[src/rtl/lcd_cmd_driver.sv]
// lcd_cmd_driver: buffers LCD command/character writes from the LSU I/O decode
// and drives HD44780-style pins with setup, enable-pulse, hold and execution timing.
// Optional build macro LCD_INIT_SEQ_EN adds a power-up wait followed by an
// internal init sequence (0x38, 0x0C, 0x01, 0x06) before host commands are accepted.

package lcd_cmd_driver_pkg;
  // One buffered LCD transfer: register select plus byte
  typedef struct packed {
    logic       rs;
    logic [7:0] data;
  } lcd_cmd_t;
endpackage

module lcd_cmd_driver
  import lcd_cmd_driver_pkg::*;
#(
  parameter int unsigned FIFO_DEPTH  = 4,
  parameter int unsigned T_SETUP_CYC = 2,
  parameter int unsigned T_EN_CYC    = 12,
  parameter int unsigned T_EXEC_CYC  = 2000,
  parameter int unsigned T_LONG_CYC  = 80000,
  parameter int unsigned T_PWRUP_CYC = 2000000
) (
  input  logic                          i_clk,
  input  logic                          i_reset,
  input  logic                          i_cmd_vld,
  input  logic                          i_cmd_rs,
  input  logic [7:0]                    i_cmd_data,
  output logic                          o_cmd_rdy,
  input  logic                          i_lcd_on,
  output logic                          o_lcd_on,
  output logic [7:0]                    o_lcd_data,
  output logic                          o_lcd_rs,
  output logic                          o_lcd_rw,
  output logic                          o_lcd_en,
  output logic                          o_busy,
  output logic [$clog2(FIFO_DEPTH):0]   o_fifo_cnt
);

  localparam int unsigned PTR_W   = $clog2(FIFO_DEPTH);
  localparam int unsigned FCNT_W  = PTR_W + 1;
  localparam int unsigned T_MAX_A = (T_LONG_CYC > T_EXEC_CYC) ? T_LONG_CYC : T_EXEC_CYC;
  localparam int unsigned T_MAX_B = (T_MAX_A > T_EN_CYC) ? T_MAX_A : T_EN_CYC;
  localparam int unsigned T_MAX_C = (T_MAX_B > T_SETUP_CYC) ? T_MAX_B : T_SETUP_CYC;
  localparam int unsigned T_MAX   = (T_MAX_C > T_PWRUP_CYC) ? T_MAX_C : T_PWRUP_CYC;
  localparam int unsigned TMR_W   = $clog2(T_MAX + 1);

  localparam logic [TMR_W-1:0] LD_SETUP = TMR_W'(T_SETUP_CYC - 1);
  localparam logic [TMR_W-1:0] LD_EN    = TMR_W'(T_EN_CYC - 1);
  localparam logic [TMR_W-1:0] LD_EXEC  = TMR_W'(T_EXEC_CYC - 1);
  localparam logic [TMR_W-1:0] LD_LONG  = TMR_W'(T_LONG_CYC - 1);
`ifdef LCD_INIT_SEQ_EN
  localparam logic [TMR_W-1:0] LD_PWRUP = TMR_W'(T_PWRUP_CYC - 1);
`endif

  typedef enum logic [2:0] {
    S_IDLE,
    S_SETUP,
    S_PULSE,
    S_HOLD,
    S_EXEC
`ifdef LCD_INIT_SEQ_EN
    , S_PWRUP
`endif
  } state_t;

  state_t             r_state, w_state_nxt;
  logic [TMR_W-1:0]   r_tmr, w_tmr_nxt;
  lcd_cmd_t           r_mem [FIFO_DEPTH];
  logic [PTR_W-1:0]   r_wr_ptr, r_rd_ptr;
  logic [FCNT_W-1:0]  r_count, w_count_nxt;
  lcd_cmd_t           w_head, w_wr_cmd, w_load_cmd;
  logic               w_push, w_pop, w_load, w_long;
  logic [7:0]         r_lcd_data;
  logic               r_lcd_rs, r_lcd_en, r_busy, r_cmd_rdy, r_lcd_on;
`ifdef LCD_INIT_SEQ_EN
  logic               r_init_busy, w_init_busy_nxt;
  logic [1:0]         r_init_idx, w_init_idx_nxt;

  // Fixed HD44780 init bytes: 8-bit/2-line, display on, clear, entry mode
  function automatic logic [7:0] init_byte(input logic [1:0] idx);
    case (idx)
      2'd0:    init_byte = 8'h38;
      2'd1:    init_byte = 8'h0C;
      2'd2:    init_byte = 8'h01;
      default: init_byte = 8'h06;
    endcase
  endfunction
`endif

  assign w_head        = r_mem[r_rd_ptr];
  assign w_wr_cmd.rs   = i_cmd_rs;
  assign w_wr_cmd.data = i_cmd_data;
  assign w_push        = i_cmd_vld && r_cmd_rdy;
  // Clear (0x01) and return-home (0x02/0x03) need the long execution wait
  assign w_long        = !r_lcd_rs && (r_lcd_data[7:2] == 6'd0) && (r_lcd_data != 8'd0);

  // FIFO occupancy after this cycle's push/pop
  always_comb begin
    w_count_nxt = r_count;
    case ({w_push, w_pop})
      2'b10:   w_count_nxt = r_count + FCNT_W'(1);
      2'b01:   w_count_nxt = r_count - FCNT_W'(1);
      default: w_count_nxt = r_count;
    endcase
  end

  // Next-state, timer reload and pin-load decode for the pin sequencer
  always_comb begin
    w_state_nxt = r_state;
    w_tmr_nxt   = (r_tmr != '0) ? (r_tmr - TMR_W'(1)) : r_tmr;
    w_pop       = 1'b0;
    w_load      = 1'b0;
    w_load_cmd  = w_head;
`ifdef LCD_INIT_SEQ_EN
    w_init_busy_nxt = r_init_busy;
    w_init_idx_nxt  = r_init_idx;
`endif
    case (r_state)
      S_IDLE: begin
        if (r_count != '0) begin
          w_pop       = 1'b1;
          w_load      = 1'b1;
          w_state_nxt = S_SETUP;
          w_tmr_nxt   = LD_SETUP;
        end
      end
      S_SETUP: begin
        if (r_tmr == '0) begin
          w_state_nxt = S_PULSE;
          w_tmr_nxt   = LD_EN;
        end
      end
      S_PULSE: begin
        if (r_tmr == '0) begin
          w_state_nxt = S_HOLD;
          w_tmr_nxt   = LD_SETUP;
        end
      end
      S_HOLD: begin
        if (r_tmr == '0) begin
          w_state_nxt = S_EXEC;
          w_tmr_nxt   = w_long ? LD_LONG : LD_EXEC;
        end
      end
      S_EXEC: begin
        if (r_tmr == '0) begin
`ifdef LCD_INIT_SEQ_EN
          if (r_init_busy && (r_init_idx != 2'd3)) begin
            w_init_idx_nxt     = r_init_idx + 2'd1;
            w_load             = 1'b1;
            w_load_cmd.rs      = 1'b0;
            w_load_cmd.data    = init_byte(r_init_idx + 2'd1);
            w_state_nxt        = S_SETUP;
            w_tmr_nxt          = LD_SETUP;
          end else begin
            w_init_busy_nxt    = 1'b0;
            w_state_nxt        = S_IDLE;
          end
`else
          w_state_nxt = S_IDLE;
`endif
        end
      end
`ifdef LCD_INIT_SEQ_EN
      S_PWRUP: begin
        if (r_tmr == '0) begin
          w_load          = 1'b1;
          w_load_cmd.rs   = 1'b0;
          w_load_cmd.data = init_byte(2'd0);
          w_state_nxt     = S_SETUP;
          w_tmr_nxt       = LD_SETUP;
        end
      end
`endif
      default: w_state_nxt = S_IDLE;
    endcase
  end

  // FIFO storage; contents need no reset since pointers define validity
  always_ff @(posedge i_clk) begin
    if (w_push) r_mem[r_wr_ptr] <= w_wr_cmd;
  end

  // State, timer, FIFO pointers and all registered outputs
  always_ff @(posedge i_clk or negedge i_reset) begin
    if (!i_reset) begin
`ifdef LCD_INIT_SEQ_EN
      r_state     <= S_PWRUP;
      r_tmr       <= LD_PWRUP;
      r_init_busy <= 1'b1;
      r_init_idx  <= 2'd0;
      r_cmd_rdy   <= 1'b0;
`else
      r_state     <= S_IDLE;
      r_tmr       <= '0;
      r_cmd_rdy   <= 1'b1;
`endif
      r_wr_ptr    <= '0;
      r_rd_ptr    <= '0;
      r_count     <= '0;
      r_lcd_data  <= 8'd0;
      r_lcd_rs    <= 1'b0;
      r_lcd_en    <= 1'b0;
      r_busy      <= 1'b0;
      r_lcd_on    <= 1'b0;
    end else begin
      r_state  <= w_state_nxt;
      r_tmr    <= w_tmr_nxt;
      r_count  <= w_count_nxt;
      r_lcd_on <= i_lcd_on;
      r_lcd_en <= (w_state_nxt == S_PULSE);
      r_busy   <= (w_state_nxt != S_IDLE) || (w_count_nxt != '0);
      if (w_push) r_wr_ptr <= r_wr_ptr + PTR_W'(1);
      if (w_pop)  r_rd_ptr <= r_rd_ptr + PTR_W'(1);
      if (w_load) begin
        r_lcd_data <= w_load_cmd.data;
        r_lcd_rs   <= w_load_cmd.rs;
      end
`ifdef LCD_INIT_SEQ_EN
      r_init_busy <= w_init_busy_nxt;
      r_init_idx  <= w_init_idx_nxt;
      r_cmd_rdy   <= (w_count_nxt < FCNT_W'(FIFO_DEPTH)) && !w_init_busy_nxt;
`else
      r_cmd_rdy   <= (w_count_nxt < FCNT_W'(FIFO_DEPTH));
`endif
    end
  end

  assign o_cmd_rdy  = r_cmd_rdy;
  assign o_lcd_on   = r_lcd_on;
  assign o_lcd_data = r_lcd_data;
  assign o_lcd_rs   = r_lcd_rs;
  assign o_lcd_rw   = 1'b0;
  assign o_lcd_en   = r_lcd_en;
  assign o_busy     = r_busy;
  assign o_fifo_cnt = r_count;

endmodule

[config.mk]
export PLATFORM = sky130hd
export DESIGN_NAME = lcd_cmd_driver
export DESIGN_NICKNAME = d
export VERILOG_FILES = /design/src/rtl/lcd_cmd_driver.sv
export SDC_FILE = /design/constraint.sdc
export NUM_CORES = 1
export LEC_CHECK = 0
export CAP_MARGIN = 20
export CORE_MARGIN = 2
export CORE_UTILIZATION = 58
export CTS_CLUSTER_SIZE = 24
export DETAILED_ROUTE_END_ITERATION = 10
export PLACE_DENSITY = 0.8
export SYNTH_ARGS = -nofsm -noshare
export SYNTH_HDL_FRONTEND = slang
export SYNTH_SLANG_ARGS = --single-unit
[constraint.sdc]
create_clock -name i_clk -period 3.65 [get_ports i_clk]
set_input_delay 0.73 -clock i_clk [delete_from_list [all_inputs] [get_ports i_clk]]
set_output_delay 0.73 -clock i_clk [all_outputs]
set_load 0.01 [all_outputs]
# Yosys cells after proc, flatten, opt, wreduce, memory -nomap -nowiden
# Memories as Yosys holds them, arrays and structs flattened. A register that Yosys moved wholly into a read port is not among the register bits.
# Cells that the tools add are included.
[totals]
reg_bits = 35
mem_bits_rw = 36
in_bits = 13
out_inout_bits = 17
elab_cells = 55
memories = 1
[op_classes]
add_sub_neg = 5
n_lt_le_gt_ge = 1
n_eq_ne = 7
muxes = 18
n_reduce_logical = 14
[mem_list]
columns = ["name", "words", "word_bits", "rd", "rd_ports_with_merged_regs", "wr", "line_no", "text"]
rows = [
  ["r_mem", 4, 9, 1, 1, 1, "69", "lcd_cmd_t r_mem [FIFO_DEPTH];"],
]
[op_table]
columns = ["operator", "n"]
rows = [
  ["21-bit two-way mux", 5],
  ["21-bit one-hot mux with 4 select lines", 1],
  ["21-bit logical NOT", 1],
  ["21-bit nonzero test", 1],
  ["21-bit by 1-bit subtractor with 21-bit output (second input constant)", 1],
  ["17-bit two-way mux", 1],
  ["3-bit two-way mux", 5],
  ["3-bit one-hot mux with 5 select lines", 1],
  ["3-bit by 2-bit == test with 1-bit output (second input constant)", 3],
  ["3-bit nonzero test", 3],
  ["8-bit nonzero test", 1],
  ["6-bit logical NOT", 1],
  ["3-bit one-hot mux with 2 select lines", 1],
  ["2-bit by 1-bit adder with 2-bit output (second input constant)", 2],
  ["1-bit two-way mux", 4],
  ["3-bit by 1-bit adder with 3-bit output (second input constant)", 1],
  ["3-bit by 1-bit == test with 1-bit output (second input constant)", 1],
  ["3-bit == test (second input constant)", 1],
  ["1-bit logical AND", 3],
  ["3-bit logical NOT", 1],
  ["3-bit less-than comparator (second input constant)", 1],
  ["3-bit by 1-bit subtractor with 3-bit output (second input constant)", 1],
  ["2-bit by 1-bit == test with 1-bit output (second input constant)", 1],
  ["2-bit == test (second input constant)", 1],
  ["2 further kinds", 3],
]

# Depth between registers and ports, before layout
# Gate-level depths: netlist of the first run.
[logic_depth]
word_depth = 7
depth_mapped = 15
ltp_nobuf = 12

# Least setup slack after synthesis of the first run
# No wires, ideal clock.
[synth_path]
kind = "flip-flop to flip-flop"
startpoint = "register r_state[0]"
endpoint = "register r_busy, in the netlist o_busy"
setup_ps = 144
arrival_time_ps = 3012
t_required_ps = 3506
slack_ps = 494
stages_incl_launch_ff = 16
path_buffers = 3
period_less_slack_ps = 3156
path_cell_list = "dfrtp_1 clkbuf_1 nor2_1 inv_1 or3_1 clkbuf_1 inv_1 clkbuf_1 ha_1 inv_1 fa_1 xor2_1 nor2_1 xor2_1 nor4_1 o2111ai_1"
[synth_between]
elab_chain_len = 6
word_cells_on_any_way = 18
cone_classes = "6 x eq/ne; 8 x mux; 4 x reduce/logical"
[synth_rtl]
columns = ["item", "line_no", "text"]
rows = [
  ["start, declared", "67", "state_t r_state, w_state_nxt;"],
  ["start signal, assigned", "208", "r_state <= w_state_nxt;"],
  ["3-bit logical NOT (*)", "--", ""],
  ["1-bit two-way mux (*)", "--", ""],
  ["named net w_load", "73", "logic w_push, w_pop, w_load, w_long;"],
  ["2-bit by 1-bit == test with 1-bit output / 2-bit == test (equally long branches)", "101", "case ({w_push, w_pop})"],
  ["3-bit one-hot mux with 2 select lines (*)", "101", ""],
  ["named net w_count_nxt[2]", "71", "logic [FCNT_W-1:0] r_count, w_count_nxt;"],
  ["3-bit nonzero test (*)", "213", "r_busy <= (w_state_nxt != S_IDLE) || (w_count_nxt != '0);"],
  ["1-bit logical OR (*)", "213", ""],
  ["end signal, assigned", "213", ""],
  ["end, declared", "75", "logic r_lcd_rs, r_lcd_en, r_busy, r_cmd_rdy, r_lcd_on;"],
]
# The timed path passes the listed nets; every way through them passes the cells marked *.
# A chain may end at the register's enable or synchronous reset.

# Worst setup path in the final report of the first run
[layout_path]
startpoint = "register r_state[0]"
endpoint = "register r_busy, in the netlist o_busy"
[layout_between]
elab_chain_len = 6
word_cells_on_any_way = 18
cone_classes = "6 x eq/ne; 8 x mux; 4 x reduce/logical"
[layout_rtl]
columns = ["item", "line_no", "text"]
rows = [
  ["3-bit logical NOT (*)", "119", "case (r_state)"],
  ["1-bit two-way mux (*)", "119", ""],
  ["2-bit by 1-bit == test with 1-bit output / 2-bit == test (equally long branches)", "101", ""],
  ["3-bit one-hot mux with 2 select lines (*)", "101", ""],
  ["named net w_count_nxt[2]", "71", ""],
  ["3-bit nonzero test (*)", "213", ""],
  ["1-bit logical OR (*)", "213", ""],
]
# Marks and branches as above.

==> impl_metrics.env, run 1 <==
export IMPL_status="finished, final reports clean"
export IMPL_ys_seq_elements=80
export IMPL_antenna_cells=0
export IMPL_worst_path_most_repeated_cell="inv_1"
export IMPL_postRouteWirelength_mm=7.506
export IMPL_maxCapViolations=0
export IMPL_grt_pass1_wl_mm=12.43
export IMPL_hold_class="primary input to async pin"
export IMPL_fin_crit_sh=0.8456
export IMPL_synth_async_sr_flop_share=0.5500
export IMPL_ios=30
export IMPL_max_freq_ghz=0.3240
export IMPL_drt_iter0_drc=159
export IMPL_syn_area_per_cell_um2=12.44
export IMPL_clkSinkCount=80
export IMPL_power_density_nw_per_um2=495.9
export IMPL_cts_tree="done"
export IMPL_slew_headroom=0.3499
export IMPL_yosysTopAreaCellShare=0.2878
export IMPL_dr_pass1_iters=4
export IMPL_finalSetupTns_ns=0
export IMPL_hpwl_mm=4.956
export IMPL_crit_slowest_cell="dfrtp_1"
export IMPL_hold_buffers=0
export IMPL_cts_reportedPaths_clkPinSlew_ns=0.09
export IMPL_nets=353
export IMPL_startpoint="r_state[0]"
export IMPL_postCtsSetupBuffers=0
export IMPL_syn_inst=302
export IMPL_synth_edf_count=36
export IMPL_dieArea_um2=7136
export IMPL_syn_nets=324
export IMPL_synth_warnings=0
export IMPL_synth_main_ff_cell="dfrtp_1"
export IMPL_synth_most_common_cell="nand2_1"
export IMPL_worstMarginPinSlew_ns=0.9752
export IMPL_ys_top_cells_by_area="edfxtp_1, dfrtp_1, mux4_2"
export IMPL_endpoint_kind="register"
export IMPL_root_buffer="clkbuf_8"
export IMPL_synth_top_family_by_area="simple AND/OR/NAND/NOR gates"
export IMPL_post_drt_wl_per_cell_um=18.17
export IMPL_finalSetupViolCount=0
export IMPL_rsz0062_at_grt="no"
export IMPL_cts_buffer_depth=2
export IMPL_gr_total_overflow=0
export IMPL_yosys_area_top_type="edfxtp_1"
export IMPL_required_ns=3.87
export IMPL_cts_htree_levels=3
export IMPL_synthMuxAreaShare=0.06529
export IMPL_cp_slowest_stage_delay_ns=0.52
export IMPL_yosys_area_share_adder=0.03198
export IMPL_cp_max_fo=15
export IMPL_start_kind="register"
export IMPL_antenna_found_initial=0
export IMPL_synth_compound_area_share=0.1013
export IMPL_cp_cell_sequence="nor2_1, inv_1, or3_1, buf_4, inv_1, ha_1, inv_1, fa_1, xor2_1, nor2_1, xor2_1, nor4_1, o2111ai_1"
export IMPL_synth_common_cells="nand2_1, dfrtp_1, edfxtp_1"
export IMPL_num_rows=29
export IMPL_coreArea_um2=6314
export IMPL_finalClockSkew_ns=0.01395
export IMPL_final_layout_size_suffix_gt1_frac=0.1339
export IMPL_synth_distinct_cells=55
export IMPL_leakagePower_nw=1.660
export IMPL_synth_xor_area_share=0.03964
export IMPL_hold_ws_ns=0.5281
export IMPL_grt_pass1_vias=2491
export IMPL_vias=2451
export IMPL_worstPathArrival_ns=3.30
export IMPL_vias_per_cell=5.935
export IMPL_critPathTopFamily="simple AND/OR/NAND/NOR gates"
export IMPL_fin_crit_ns=3.087
export IMPL_syn2layout_area_growth_pct=15.06
export IMPL_ctsResizeCount=0
export IMPL_die_w_um=84.48
export IMPL_grt_max_degree=45
export IMPL_clkLatencyLatePin_ns=0.36
export IMPL_grtUsageTotal=0.2248
export IMPL_die_y_um=84.48
export IMPL_worstSetupPathType="register to register"
export IMPL_yosys_area_share_simple=0.1462
export IMPL_detail_route_antenna_nets=0
export IMPL_syn_area_um2=3756
export IMPL_final_hold_viol_count=0
export IMPL_initial_utilization=0.5949
export IMPL_route_detailed_drc=0
export IMPL_cts_buffers=9
export IMPL_slew_viol_final=0
export IMPL_ir_drop_mv=0.4955
export IMPL_place_congestion=0.8621
export IMPL_reg2reg_from="r_state[0]"
export IMPL_io_buffers=28
export IMPL_crit_buf_inv=4
export IMPL_seq_area_frac_synth=0.5813
## area by class of cell
class	count	area [µm²]
flip-flops and latches	80	2183
well taps	77	96.34
multi-input cells	193	1448
repair buffers	32	305.3
fillers	470	1992
clock buffers	9	123.9
inverters	15	56.30
clock inverters	7	108.9
## worst register-to-register path: stages (launching register included)
cell and delay [ns]:
dfrtp_1 0.52, nor2_1 0.22, inv_1 0.10, or3_1 0.34
buf_4 0.20, inv_1 0.09, ha_1 0.19, inv_1 0.06
fa_1 0.37, xor2_1 0.15, nor2_1 0.14, xor2_1 0.13
nor4_1 0.29, o2111ai_1 0.14
## registers in the layout, summed over array words and instances, names as in the netlist
register    flops
o_busy          1
o_cmd_rdy       1
o_fifo_cnt      3
o_lcd_data      8
o_lcd_en        1
o_lcd_on        1
o_lcd_rs        1
r_mem          36
r_rd_ptr        2
r_state         3
r_tmr          21
r_wr_ptr        2
## cell families after synthesis
| logic type | count (synthesis) |
|---|---|
| adder cells (fa/ha/maj) | 9 |
| other | 1 |
| multiplexers | 13 |
| XOR/XNOR | 17 |
| buffers and inverters | 29 |
| AND/OR/NAND/NOR | 107 |
| flip-flops | 80 |
| AO/OA/AOI/OAI | 46 |
## per-stage QoR
stage | cells | area, µm² | worst slack, ns | utilization | power [W]
global route | 413 | 4322 | 0.3437 | 0.6845 | 0.002225
finish | 413 | 4322 | 0.5635 | 0.6845 | 0.002143
detailed placement | 397 | 4089 | 0.6046 | 0.6476 | 0.001397
floorplan | 302 | 3756 | 0.4938 | - | 0.001268
CTS | 413 | 4322 | 0.5727 | 0.6845 | 0.002151
global placement | 397 | 4089 | 0.7029 | 0.6476 | 0.001384
## where the power goes
group          switching (W)  internal [W]
clock               0.000363      0.000401
sequential         0.0000566       0.00105
combinational       0.000148      0.000127
total               0.000568       0.00158
## final timing paths
check	cells after the start	endpoint	slack, ns
hold / removal	1	r_tmr[5]	0.53
setup / recovery	13	o_busy	0.56
max in group asynchronous	1	r_wr_ptr[0]	2.52
hold reg to reg	2	o_lcd_data[4]	0.53
min in group i_clk	2	o_lcd_data[4]	0.53
setup reg to reg	13	o_busy	0.56
## placed cells by master (no fill, tap or decap), types with 2 or more instances in the layout
| cell | n |
|---|---|
| nor4_1 | 8 |
| o31ai_1 | 2 |
| o22ai_1 | 2 |
| clkbuf_8 | 9 |
| a31oi_1 | 6 |
| nand2_1 | 45 |
| inv_6 | 2 |
| a21oi_1 | 8 |
| clkdlybuf4s50_1 | 27 |
| a21oi_2 | 2 |
| buf_4 | 4 |
| a2111oi_4 | 3 |
| nor2_1 | 15 |
| edfxtp_1 | 36 |
| bufinv_16 | 2 |
| nor3_1 | 6 |
| o21ai_1 | 2 |
| or4_1 | 4 |
| mux4_2 | 9 |
| and3_1 | 5 |
| mux2i_1 | 2 |
| inv_8 | 2 |
| xor2_1 | 6 |
| ha_1 | 8 |
| a211oi_1 | 3 |
| nand2b_1 | 2 |
| dfrtp_1 | 43 |
| nand3_1 | 6 |
| o21ai_0 | 9 |
| inv_1 | 15 |
| mux2_2 | 2 |
| or3_1 | 5 |
| xnor2_1 | 11 |
## per-layer routing
metal  GRT usage  vias up  wire length (µm)
li1            -     1159                 -
met1      0.2834     1238              3216
met2      0.3911       47              3948
met3     0.05310        7               246
met4     0.06494        0                94
met5           0        -                 0
No activity file was read; power rests on OpenSTA's default activity.
==> inputs of run 2 (changes only) <==
==> constraint.sdc (replaced) <==
create_clock -name i_clk -period 3 [get_ports i_clk]
set_input_delay 0.6 -clock i_clk [delete_from_list [all_inputs] [get_ports i_clk]]
set_output_delay 0.6 -clock i_clk [all_outputs]
set_load 0.01 [all_outputs]
==> run 2 against run 1 <==
Cell count grew 0.48%. Clock skew shrank 0.0033 ns. Utilization grew 0.34 points. First-iteration DRC count grew 21%. Routed wire length shrank 6.5%. Critical path depth shrank 1. Global-route usage shrank 2.0 points. Register-to-register slack lost 0.32 ns. Combinational power grew 25%. Sequential cell count is the same.
==> impl_metrics.env, run 2 (synthesized netlist as in run 1, its figures left out) <==
export IMPL_coreArea_um2=6314
export IMPL_maxCapViolations=0
export IMPL_worstSetupPathType="register to register"
export IMPL_vias_per_cell=5.843
export IMPL_postCtsSetupBuffers=0
export IMPL_syn2layout_area_growth_pct=15.62
export IMPL_dieArea_um2=7136
export IMPL_fin_crit_sh=0.9200
export IMPL_cts_buffer_depth=2
export IMPL_leakagePower_nw=1.672
export IMPL_cp_slowest_stage_delay_ns=0.39
export IMPL_ctsResizeCount=0
export IMPL_grtUsageTotal=0.2049
export IMPL_vias=2425
export IMPL_rsz0062_at_grt="no"
export IMPL_dr_pass1_iters=4
export IMPL_postRouteWirelength_mm=7.017
export IMPL_root_buffer="clkbuf_8"
export IMPL_fin_crit_ns=2.760
export IMPL_num_rows=29
export IMPL_final_common_cell="nand2_1"
export IMPL_crit_end="o_busy"
export IMPL_grt_max_degree=45
export IMPL_ff2ff_setup_slack_ns=0.24
export IMPL_worst_path_most_repeated_cell="inv_1"
export IMPL_worstMarginPinSlew_ns=0.9767
export IMPL_clkLatencyLatePin_ns=0.35
export IMPL_grt_pass1_vias=2340
export IMPL_post_drt_wl_per_cell_um=16.91
export IMPL_ios=30
export IMPL_p_total_w=0.002597
export IMPL_place_ws_ns=0.07172
export IMPL_max_freq_ghz=0.3623
export IMPL_slew_headroom=0.3489
export IMPL_io_buffers=28
export IMPL_initial_utilization=0.5949
export IMPL_drt_iter0_drc=193
export IMPL_ir_drop_mv=0.5817
export IMPL_hpwl_mm=4.739
export IMPL_regMostFlops="r_mem"
export IMPL_detail_route_antenna_nets=0
export IMPL_setup_ws_ns=0.2401
export IMPL_antenna_cells=0
export IMPL_nets=355
export IMPL_cp_cell_sequence="nor2_2, inv_1, or3_1, inv_1, ha_1, inv_1, fa_1, xor2_1, nor2_1, xor2_1, nor4_2, o2111ai_1"
export IMPL_slew_viol_final=0
export IMPL_finalClockSkew_ns=0.01062
export IMPL_largest_register_ffs=36
export IMPL_clkSinkCount=80
export IMPL_final_hold_viol_count=0
export IMPL_hold_buffers=0
export IMPL_utilization=0.6879
export IMPL_finalSetupViolCount=0
export IMPL_power_density_nw_per_um2=597.9
export IMPL_gr_total_overflow=0
export IMPL_reg2reg_from="r_state[0]"
export IMPL_layout_common_cells="nand2_1, dfrtp_1, edfxtp_1, clkdlybuf4s50_1, inv_1"
export IMPL_reg2reg_to="o_busy"
export IMPL_crit_buf_inv=3
export IMPL_finalSetupTns_ns=0
export IMPL_crit_slowest_cell="dfrtp_1"
export IMPL_hold_class="primary input to async pin"
export IMPL_required_ns=3.20
export IMPL_antenna_found_initial=0
export IMPL_final_layout_size_suffix_gt1_frac=0.1450
export IMPL_grt_pass1_wl_mm=11.23
export IMPL_cp_max_fo=3
export IMPL_start_kind="register"
export IMPL_path_depth=12
export IMPL_rr_worst_depth=12
export IMPL_die_y_um=84.48
export IMPL_critPathTopFamily="simple AND/OR/NAND/NOR gates"
export IMPL_startpoint="r_state[0]"
export IMPL_cts_tree="done"
export IMPL_route_detailed_drc=0
export IMPL_worstPathArrival_ns=2.96
export IMPL_status="finished, final reports clean"
export IMPL_endpoint_kind="register"
export IMPL_cts_reportedPaths_clkPinSlew_ns=0.09
export IMPL_cts_buffers=9
export IMPL_place_congestion=0.8068
export IMPL_die_w_um=84.48
export IMPL_cts_htree_levels=3
[run 2: how the worst min path moves through the flow]
| stage | start | endpoint | slack, ns |
|---|---|---|---|
| floorplan | i_reset | o_busy | 0.30 |
| global placement | o_lcd_data[6] | o_lcd_data[6] | 0.49 |
| detailed placement | o_lcd_rs | o_lcd_rs | 0.51 |
| CTS | i_reset | r_tmr[17] | 0.44 |
| global route | i_reset | r_tmr[19] | 0.47 |
| finish | i_reset | r_tmr[19] | 0.41 |
[run 2: report_power, final]
part / switching [W] / total [W] / internal [W]
clock network: 0.000428 / 0.000914 / 0.000486
logic: 0.000185 / 0.000343 / 0.000158
registers: 0.0000652 / 0.00134 / 0.00127
[run 2: metal layers]
metal  vias to the layer above  part of all wire  track usage
met3                        10             0.027      0.03835
met5                         -                 0            0
met4                         0             0.014      0.08225
met2                        45              0.50       0.3268
met1                      1203              0.46       0.2820
li1                       1167                 -            -
[run 2: layout make-up]
| class | count | area, µm² |
|---|---|---|
| Multi-Input combinational cell | 193 | 1456 |
| Inverter | 15 | 56.30 |
| Timing Repair Buffer | 34 | 320.3 |
| Fill cell | 465 | 1971 |
| Clock buffer | 9 | 123.9 |
| Sequential cell | 80 | 2183 |
| Tap cell | 77 | 96.34 |
| Clock inverter | 7 | 106.4 |
[run 2: through the flow]
step	hold slack (ns)	cells	cell area, µm²
5_1_grt	0.4680	415	4343
4_1_cts	0.4360	415	4337
6_report	0.4068	415	4343
2_1_floorplan	0.3044	302	3761
3_5_place_dp	0.5076	399	4106
3_3_place_gp	0.4935	399	4106
==> inputs of run 3 (changes only) <==
--- a/config.mk
+++ b/config.mk
@@ -11,6 +11,7 @@
 export CTS_CLUSTER_SIZE = 24
 export DETAILED_ROUTE_END_ITERATION = 10
 export PLACE_DENSITY = 0.8
+export SLEW_MARGIN = 20
 export SYNTH_ARGS = -nofsm -noshare
 export SYNTH_HDL_FRONTEND = slang
 export SYNTH_SLANG_ARGS = --single-unit
==> results of run 3 <==
Final layout, timing and power as in run 2 (identical DEF).
